==> config.mk <==
export PLATFORM = sky130hd
export DESIGN_NAME = mult_div_unit
export DESIGN_NICKNAME = d
export VERILOG_FILES = /design/src/rtl/mult_div_unit.sv
export SDC_FILE = /design/constraint.sdc
export NUM_CORES = 1
export LEC_CHECK = 0
export BUFFER_PORTS_ARGS = -buffer_cell sky130_fd_sc_hd__buf_2
export CELL_PAD_IN_SITES_DETAIL_PLACEMENT = 0
export CELL_PAD_IN_SITES_GLOBAL_PLACEMENT = 1
export CORE_MARGIN = 10
export CORE_UTILIZATION = 48
export DETAILED_ROUTE_END_ITERATION = 10
export HOLD_SLACK_MARGIN = 0.12
export PLACE_DENSITY_LB_ADDON = 0.25
export SETUP_SLACK_MARGIN = 0.15
export SYNTH_ARGS = -nofsm -noshare
export SYNTH_HDL_FRONTEND = slang
export SYNTH_SLANG_ARGS = --single-unit
==> constraint.sdc <==
create_clock -name clk -period 16.75 [get_ports clk]
set_clock_uncertainty 0.2 [all_clocks]
set_input_delay 3.35 -clock clk [delete_from_list [all_inputs] [get_ports clk]]
set_output_delay 3.35 -clock clk [all_outputs]
set_load 0.01 [all_outputs]
==> src/rtl/mult_div_unit.sv <==
// -----------------------------------------------------------------------------
// mult_div_unit
//
// Multi-cycle MIPS multiply/divide unit holding the architectural HI/LO
// registers. MULT/MULTU/DIV/DIVU are launched with a start strobe. The
// datapath is iterative: one shared 33-bit adder/subtractor plus the HI/LO
// accumulator shift registers. Every operation completes 34 edges after the
// start edge. MTHI/MTLO write HI/LO directly while the unit is idle.
//
// Handshake: start is accepted only at an edge where busy=0. A start seen
// while busy=1 is ignored and not queued, so the pipeline must hold the
// instruction until busy drops. done is a one-cycle pulse. It coincides with
// busy falling and with the new HI/LO values becoming visible.
//
// Optional feature (macro EARLY_OUT_EN): a divide by zero, or a multiply
// with a zero operand, skips the iteration phase. Its result appears 2 edges
// after start, and the result values match the full-latency path.
//
// Ports:
//   clk        system clock, rising edge
//   reset      asynchronous active-high reset
//   start      operation request strobe
//   op         00 MULT, 01 MULTU, 10 DIV, 11 DIVU
//   a, b       rs / rt operands (sampled at the start edge only)
//   hi_we      MTHI write enable (idle, no start)
//   lo_we      MTLO write enable (idle, no start)
//   wdata      MTHI/MTLO data
//   busy       operation in flight
//   done       one-cycle completion pulse
//   hi, lo     architectural HI/LO registers
//   state_dbg  current FSM state (0 IDLE, 1 CALC, 2 FIX)
// -----------------------------------------------------------------------------
module mult_div_unit #(
   parameter int XLEN = 32,
   parameter int ITER = 32
) (
   input  logic            clk,
   input  logic            reset,
   input  logic            start,
   input  logic [1:0]      op,
   input  logic [XLEN-1:0] a,
   input  logic [XLEN-1:0] b,
   input  logic            hi_we,
   input  logic            lo_we,
   input  logic [XLEN-1:0] wdata,
   output logic            busy,
   output logic            done,
   output logic [XLEN-1:0] hi,
   output logic [XLEN-1:0] lo,
   output logic [1:0]      state_dbg
);

   localparam int CW = $clog2(ITER);

   typedef enum logic [1:0] {
      S_IDLE = 2'd0,
      S_CALC = 2'd1,
      S_FIX  = 2'd2
   } state_t;

   state_t state, state_nxt;

   logic [CW-1:0]   cnt;        // iteration index inside CALC
   logic            fix_phase;  // 0: sign-correct, 1: commit to HI/LO
   logic            mul_r;      // operation in flight is a multiply
   logic            neg_hi;     // negate high half / remainder in FIX
   logic            neg_lo;     // negate low half / quotient in FIX
   logic [XLEN-1:0] opnd;       // multiplicand or divisor magnitude
   logic [XLEN-1:0] acc_hi;     // product high / partial remainder
   logic [XLEN-1:0] acc_lo;     // product low + multiplier / dividend -> quotient

   // ---------------------------------------------------------------------------
   // Operand conditioning at the start edge
   // ---------------------------------------------------------------------------
   logic            op_signed;
   logic            op_mul;
   logic            a_neg;
   logic            b_neg;
   logic [XLEN-1:0] mag_a;
   logic [XLEN-1:0] mag_b;
   logic            early;

   always_comb begin
      op_signed = ~op[0];
      op_mul    = ~op[1];
      a_neg     = op_signed & a[XLEN-1];
      b_neg     = op_signed & b[XLEN-1];
      // The magnitude of the most negative value is its own bit pattern,
      // which is the correct unsigned magnitude.
      mag_a     = a_neg ? (~a + XLEN'(1)) : a;
      mag_b     = b_neg ? (~b + XLEN'(1)) : b;
`ifdef EARLY_OUT_EN
      early     = op_mul ? ((a == '0) || (b == '0)) : (b == '0);
`else
      early     = 1'b0;
`endif
   end

   // ---------------------------------------------------------------------------
   // Shared adder: adds for multiply, subtracts for divide.
   // For subtraction the top bit of add_res is the no-borrow flag (x >= y).
   // ---------------------------------------------------------------------------
   logic [XLEN:0]   add_x;
   logic [XLEN:0]   add_y;
   logic            add_sub;
   logic [XLEN+1:0] add_res;
   logic [XLEN:0]   div_shift;
   logic            div_ge;
   logic [XLEN:0]   mul_sum;
   logic [XLEN-1:0] step_hi;
   logic [XLEN-1:0] step_lo;

   always_comb begin
      div_shift = {acc_hi, acc_lo[XLEN-1]};
      add_y     = {1'b0, opnd};
      if (mul_r) begin
         add_x   = {1'b0, acc_hi};
         add_sub = 1'b0;
      end else begin
         add_x   = div_shift;
         add_sub = 1'b1;
      end
      add_res = {1'b0, add_x} + {1'b0, add_y ^ {(XLEN+1){add_sub}}}
              + {{(XLEN+1){1'b0}}, add_sub};
      div_ge  = add_res[XLEN+1];

      if (mul_r) begin
         // Radix-2 shift-add: add the multiplicand when the multiplier LSB is
         // set, then shift the 65-bit {carry, hi, lo} right by one.
         mul_sum = acc_lo[0] ? add_res[XLEN:0] : {1'b0, acc_hi};
         step_hi = mul_sum[XLEN:1];
         step_lo = {mul_sum[0], acc_lo[XLEN-1:1]};
      end else begin
         // Restoring division: keep the difference only when it did not borrow.
         mul_sum = '0;
         step_hi = div_ge ? add_res[XLEN-1:0] : div_shift[XLEN-1:0];
         step_lo = {acc_lo[XLEN-2:0], div_ge};
      end
   end

   logic [2*XLEN-1:0] prod_neg;
   assign prod_neg = ~{acc_hi, acc_lo} + (2*XLEN)'(1);

   // ---------------------------------------------------------------------------
   // FSM: state register
   // ---------------------------------------------------------------------------
   always_ff @(posedge clk or posedge reset) begin
      if (reset) state <= S_IDLE;
      else       state <= state_nxt;
   end

   // ---------------------------------------------------------------------------
   // FSM: next state
   // ---------------------------------------------------------------------------
   always_comb begin
      state_nxt = state;
      case (state)
         S_IDLE: if (start) state_nxt = early ? S_FIX : S_CALC;
         S_CALC: if (cnt == CW'(ITER-1)) state_nxt = S_FIX;
         S_FIX:  if (fix_phase) state_nxt = S_IDLE;
         default: state_nxt = S_IDLE;
      endcase
   end

   // ---------------------------------------------------------------------------
   // FSM: outputs
   // ---------------------------------------------------------------------------
   always_comb begin
      busy      = (state != S_IDLE);
      state_dbg = state;
   end

   // ---------------------------------------------------------------------------
   // Datapath and architectural registers
   // ---------------------------------------------------------------------------
   always_ff @(posedge clk or posedge reset) begin
      if (reset) begin
         cnt       <= '0;
         fix_phase <= 1'b0;
         mul_r     <= 1'b0;
         neg_hi    <= 1'b0;
         neg_lo    <= 1'b0;
         opnd      <= '0;
         acc_hi    <= '0;
         acc_lo    <= '0;
         hi        <= '0;
         lo        <= '0;
         done      <= 1'b0;
      end else begin
         done <= 1'b0;
         case (state)
            S_IDLE: begin
               if (start) begin
                  // An accepted start takes precedence over MTHI/MTLO.
                  cnt       <= '0;
                  fix_phase <= 1'b0;
                  mul_r     <= op_mul;
                  acc_hi    <= '0;
                  if (op_mul) begin
                     opnd   <= mag_a;
                     acc_lo <= mag_b;
                     neg_hi <= a_neg ^ b_neg;
                     neg_lo <= a_neg ^ b_neg;
                  end else begin
                     opnd   <= mag_b;
                     acc_lo <= mag_a;
                     // Remainder follows the dividend sign. A divide by zero
                     // keeps the all-ones quotient unnegated.
                     neg_hi <= a_neg;
                     neg_lo <= (a_neg ^ b_neg) & (b != '0);
                  end
                  if (early) begin
                     // Same values the iterative path would have produced.
                     if (op_mul) begin
                        acc_hi <= '0;
                        acc_lo <= '0;
                     end else begin
                        acc_hi <= mag_a;
                        acc_lo <= '1;
                     end
                  end
               end else begin
                  if (hi_we) hi <= wdata;
                  if (lo_we) lo <= wdata;
               end
            end

            S_CALC: begin
               cnt    <= cnt + CW'(1);
               acc_hi <= step_hi;
               acc_lo <= step_lo;
            end

            S_FIX: begin
               if (!fix_phase) begin
                  fix_phase <= 1'b1;
                  if (mul_r) begin
                     if (neg_hi) {acc_hi, acc_lo} <= prod_neg;
                  end else begin
                     if (neg_hi) acc_hi <= ~acc_hi + XLEN'(1);
                     if (neg_lo) acc_lo <= ~acc_lo + XLEN'(1);
                  end
               end else begin
                  fix_phase <= 1'b0;
                  hi        <= acc_hi;
                  lo        <= acc_lo;
                  done      <= 1'b1;
               end
            end

            default: ;
         endcase
      end
   end

endmodule

==> impl_metrics.csv <==
group,metric,value,unit
flow_run,maxCapViolations,0,
global_route,overflow,0,
global_route,antenna_found_initial,6,
logic_synthesis,synth_fa_ha_area_share,3.641,%
cells_and_area,syn_to_final_growth,10.35,%
sta,period_minus_slack,6.090,ns
critical_path,cp-end-kind,"register",
sta,finalHoldViolations,0,
critical_path,cp_max_fo,84,
sta,worst_slew_pin_slew,1.129,ns
logic_synthesis,synth_edf_count,0,
logic_synthesis,synth-seq-cells,172,
detailed_routing,drc,0,
floorplan,start_util,49.00,%
clocking,clkLatencyLatePin,0.46,ns
detailed_routing,drt_first_pass_iters,7,
power_and_ir_drop,ir_drop,0.2334,mV
critical_path,crit_path_start_kind,"register",
clocking,cts_tree,"yes",
floorplan,die_w,194.6,um
sta,rsz0062_at_grt,"no",
logic_synthesis,netlist_area,14640,um^2
floorplan,num_rows,63,
place,place_hpwl,40870,um
logic_synthesis,synth-compound-area-share,25.60,%
detailed_routing,via_per_inst,6.233,
run_status,status,"finished clean",
clocking,htreeDepth,4,
critical_path,critical_path_required,16.92,ns
global_route,gr-usage-all-layers,27.03,%
sta,slew_viol_final,0,
floorplan,die_height,194.6,um
logic_synthesis,synth.distinct_cells,77,
global_route,grt_pass1_wl,81740,um
cells_and_area,fin_nets,2095,
sta,relSlewSlack,23.77,%
floorplan,dieArea,37880,um^2
logic_synthesis,synthesis.nets,2051,
place,globalplace.congestion,0.8902,
logic_synthesis,synth-async-reset-ratio,100.0,%
logic_synthesis,syn_inst,1906,
logic_synthesis,synth_simple_gate_area_share,20.49,%
clocking,cts_root_buffer,"clkbuf_16",
global_route,grt_max_degree,101,
detailed_routing,drt_iter0_markers,1308,
cells_and_area,most-common-layout-cells,"a21oi_1, nor2_1, nand2_1, dfrtp_1, buf_2",
sta,whs,0.2878,ns
logic_synthesis,synth_xor_area_share,8.197,%
clocking,hold_buffers,0,
power_and_ir_drop,total_power,3.725,mW
power_and_ir_drop,power_density,230.6,nW/um^2
detailed_routing,vias,14672,
logic_synthesis,synth_flop_cell,"dfrtp_1",
place,placed_area,15520,um^2
logic_synthesis,synth_area_per_cell,7.681,um^2
logic_synthesis,synthMuxAreaShare,7.709,%
cells_and_area,drive_above_1_share,14.63,%
clocking,cts_sinks,172,
clocking,clkTransAtPathRegs,0.08,ns
sta,period_share,36.36,%
logic_synthesis,synth_top_family_by_area,"compound AO/OA/AOI/OAI gates",
sta,max_freq,0.1642,GHz
power_and_ir_drop,leakage,6.778,nW
critical_path,criticalPathCategory,"register to register",
clocking,ctsResizeCount,0,
clocking,cts_buffers,17,
floorplan,io_pins,171,
detailed_routing,avgRoutedWirePerCell,22.85,um
floorplan,core_area,29870,um^2
critical_path,critical_path_arrival,6.26,ns
clocking,cts.path.max_buffers,2,
sta,setup_tns,0,ns
cells_and_area,postLayoutCellArea,16150,um^2
cells_and_area,final_common_cell,"a21oi_1",
sta,setup_viol,0,
clocking,cts_setup_buffers,0,
global_route,grt_pass1_vias,13902,
place,port_buffers,170,
detailed_routing,final_antenna_net_count,0,
min_path,worstHoldPathType,"register to register",
detailed_routing,routed_wl,53800,um
logic_synthesis,synth_warnings,0,
logic_synthesis,seq_area_frac_synth,29.40,%
==> per-stage QoR <==
step | cells | util (%) | worst slack [ns]
after floorplan | 1906 | - | 8.540
after global placement | 2321 | 51.94 | 10.49
after detailed placement | 2321 | 51.94 | 10.47
after CTS | 2352 | 54.06 | 10.75
after global routing | 2352 | 54.06 | 10.32
final | 2354 | 54.07 | 10.66
==> flip-flops by register name (all words and copies together), names as in the netlist, 2 cells and up <==
| register | count |
|---|---|
| acc_hi | 32 |
| acc_lo | 32 |
| hi | 32 |
| lo | 32 |
| opnd | 32 |
| cnt | 5 |
| state_dbg | 2 |
==> critical path: stages, from the launching register on <==
cell       delay, ns
dfrtp_4         1.00
buf_4           0.89
xnor2_1         0.36
fa_1            0.52
a21oi_1         0.21
o21ai_0         0.23
a221oi_1        0.94
o2111ai_1       0.40
a31o_2          0.35
a21oi_1         0.18
xnor2_1         0.29
o221ai_1        0.21
o21ai_0         0.19
==> per-layer routing <==
metal	track usage (%)	vias to the layer above	part of all wire, %
met5	0	-	0.069
met4	11.13	6	4.0
met3	3.769	111	5.4
met2	45.80	523	49
met1	33.68	7058	41
li1	-	6974	-
==> synthesized netlist by cell type, drive strengths merged (4+ instances only) <==
master | count | area (um^2)
a211oi | 13 | 97.59
a31o | 5 | 43.79
o221ai | 18 | 157.7
nor2 | 208 | 780.8
a21o | 21 | 157.7
a221oi | 8 | 70.07
a221o | 7 | 70.07
nor3 | 52 | 260.3
and2 | 12 | 75.08
nand2 | 179 | 671.9
a32oi | 4 | 35.03
buf | 21 | 88.83
nand3 | 23 | 115.1
o21bai | 5 | 37.54
nand2b | 15 | 93.84
inv | 30 | 112.6
mux2i | 61 | 610.6
nor2b | 39 | 244.0
a22o | 8 | 70.07
and3 | 8 | 50.05
or3 | 24 | 157.6
or2 | 6 | 37.54
o21ai | 159 | 795.8
xnor2 | 90 | 788.3
or4 | 21 | 168.9
xor2 | 47 | 411.6
a22oi | 17 | 127.6
nor3b | 5 | 37.54
ha | 41 | 513.0
o21a | 6 | 45.04
dfrtp | 172 | 4304
o41ai | 6 | 52.55
nor4 | 20 | 125.1
a31oi | 10 | 62.56
a21oi | 253 | 1266
o31ai | 25 | 187.7
o22ai | 10 | 62.56
clkbuf | 136 | 514.2
nand4 | 11 | 68.82
o211ai | 12 | 90.09
mux2 | 46 | 518.0
a211o | 7 | 61.31
==> cell type report <==
cell class                 count  area, um^2
fill                        2940       13720
clock buffer                  17       425.4
tap                          390       488.0
timing repair buffer         182       940.9
inverter                      33       128.9
multi-input combinational   1544        9652
antenna                        2       5.005
sequential                   172        4308
clock inverter                14       206.4
==> worst paths after layout <==
path,to,cells after the start,from,slack (ns)
max,acc_hi[23],12,mul_r,10.66
min,neg_lo,2,neg_lo,0.29
max reg2reg,acc_hi[23],12,mul_r,10.66
min reg2reg,neg_lo,2,neg_lo,0.29
max in group asynchronous,mul_r,3,reset,11.72
min in group asynchronous,opnd[4],2,reset,2.89
==> kinds of logic (layout without fill, tap and decap cells) <==
family                     Yosys count  after routing
adders and majority gates           42             42
and+or+nand+nor                    636            636
xor gates and xnor gates           137            137
AOI/OAI and AO/OA                  622            622
DFF                                172            172
other                                0              2
buffers and inverters              190            246
muxes                              107            107
==> power breakdown <==
part / total [mW] / switching [mW] / internal (mW)
sequential: 0.897 / 0.290 / 0.607
combinational: 2.38 / 1.50 / 0.877
clock: 0.448 / 0.195 / 0.253
total: 3.72 / 1.99 / 1.74
Note: power is estimated with default switching activity, not from simulation.
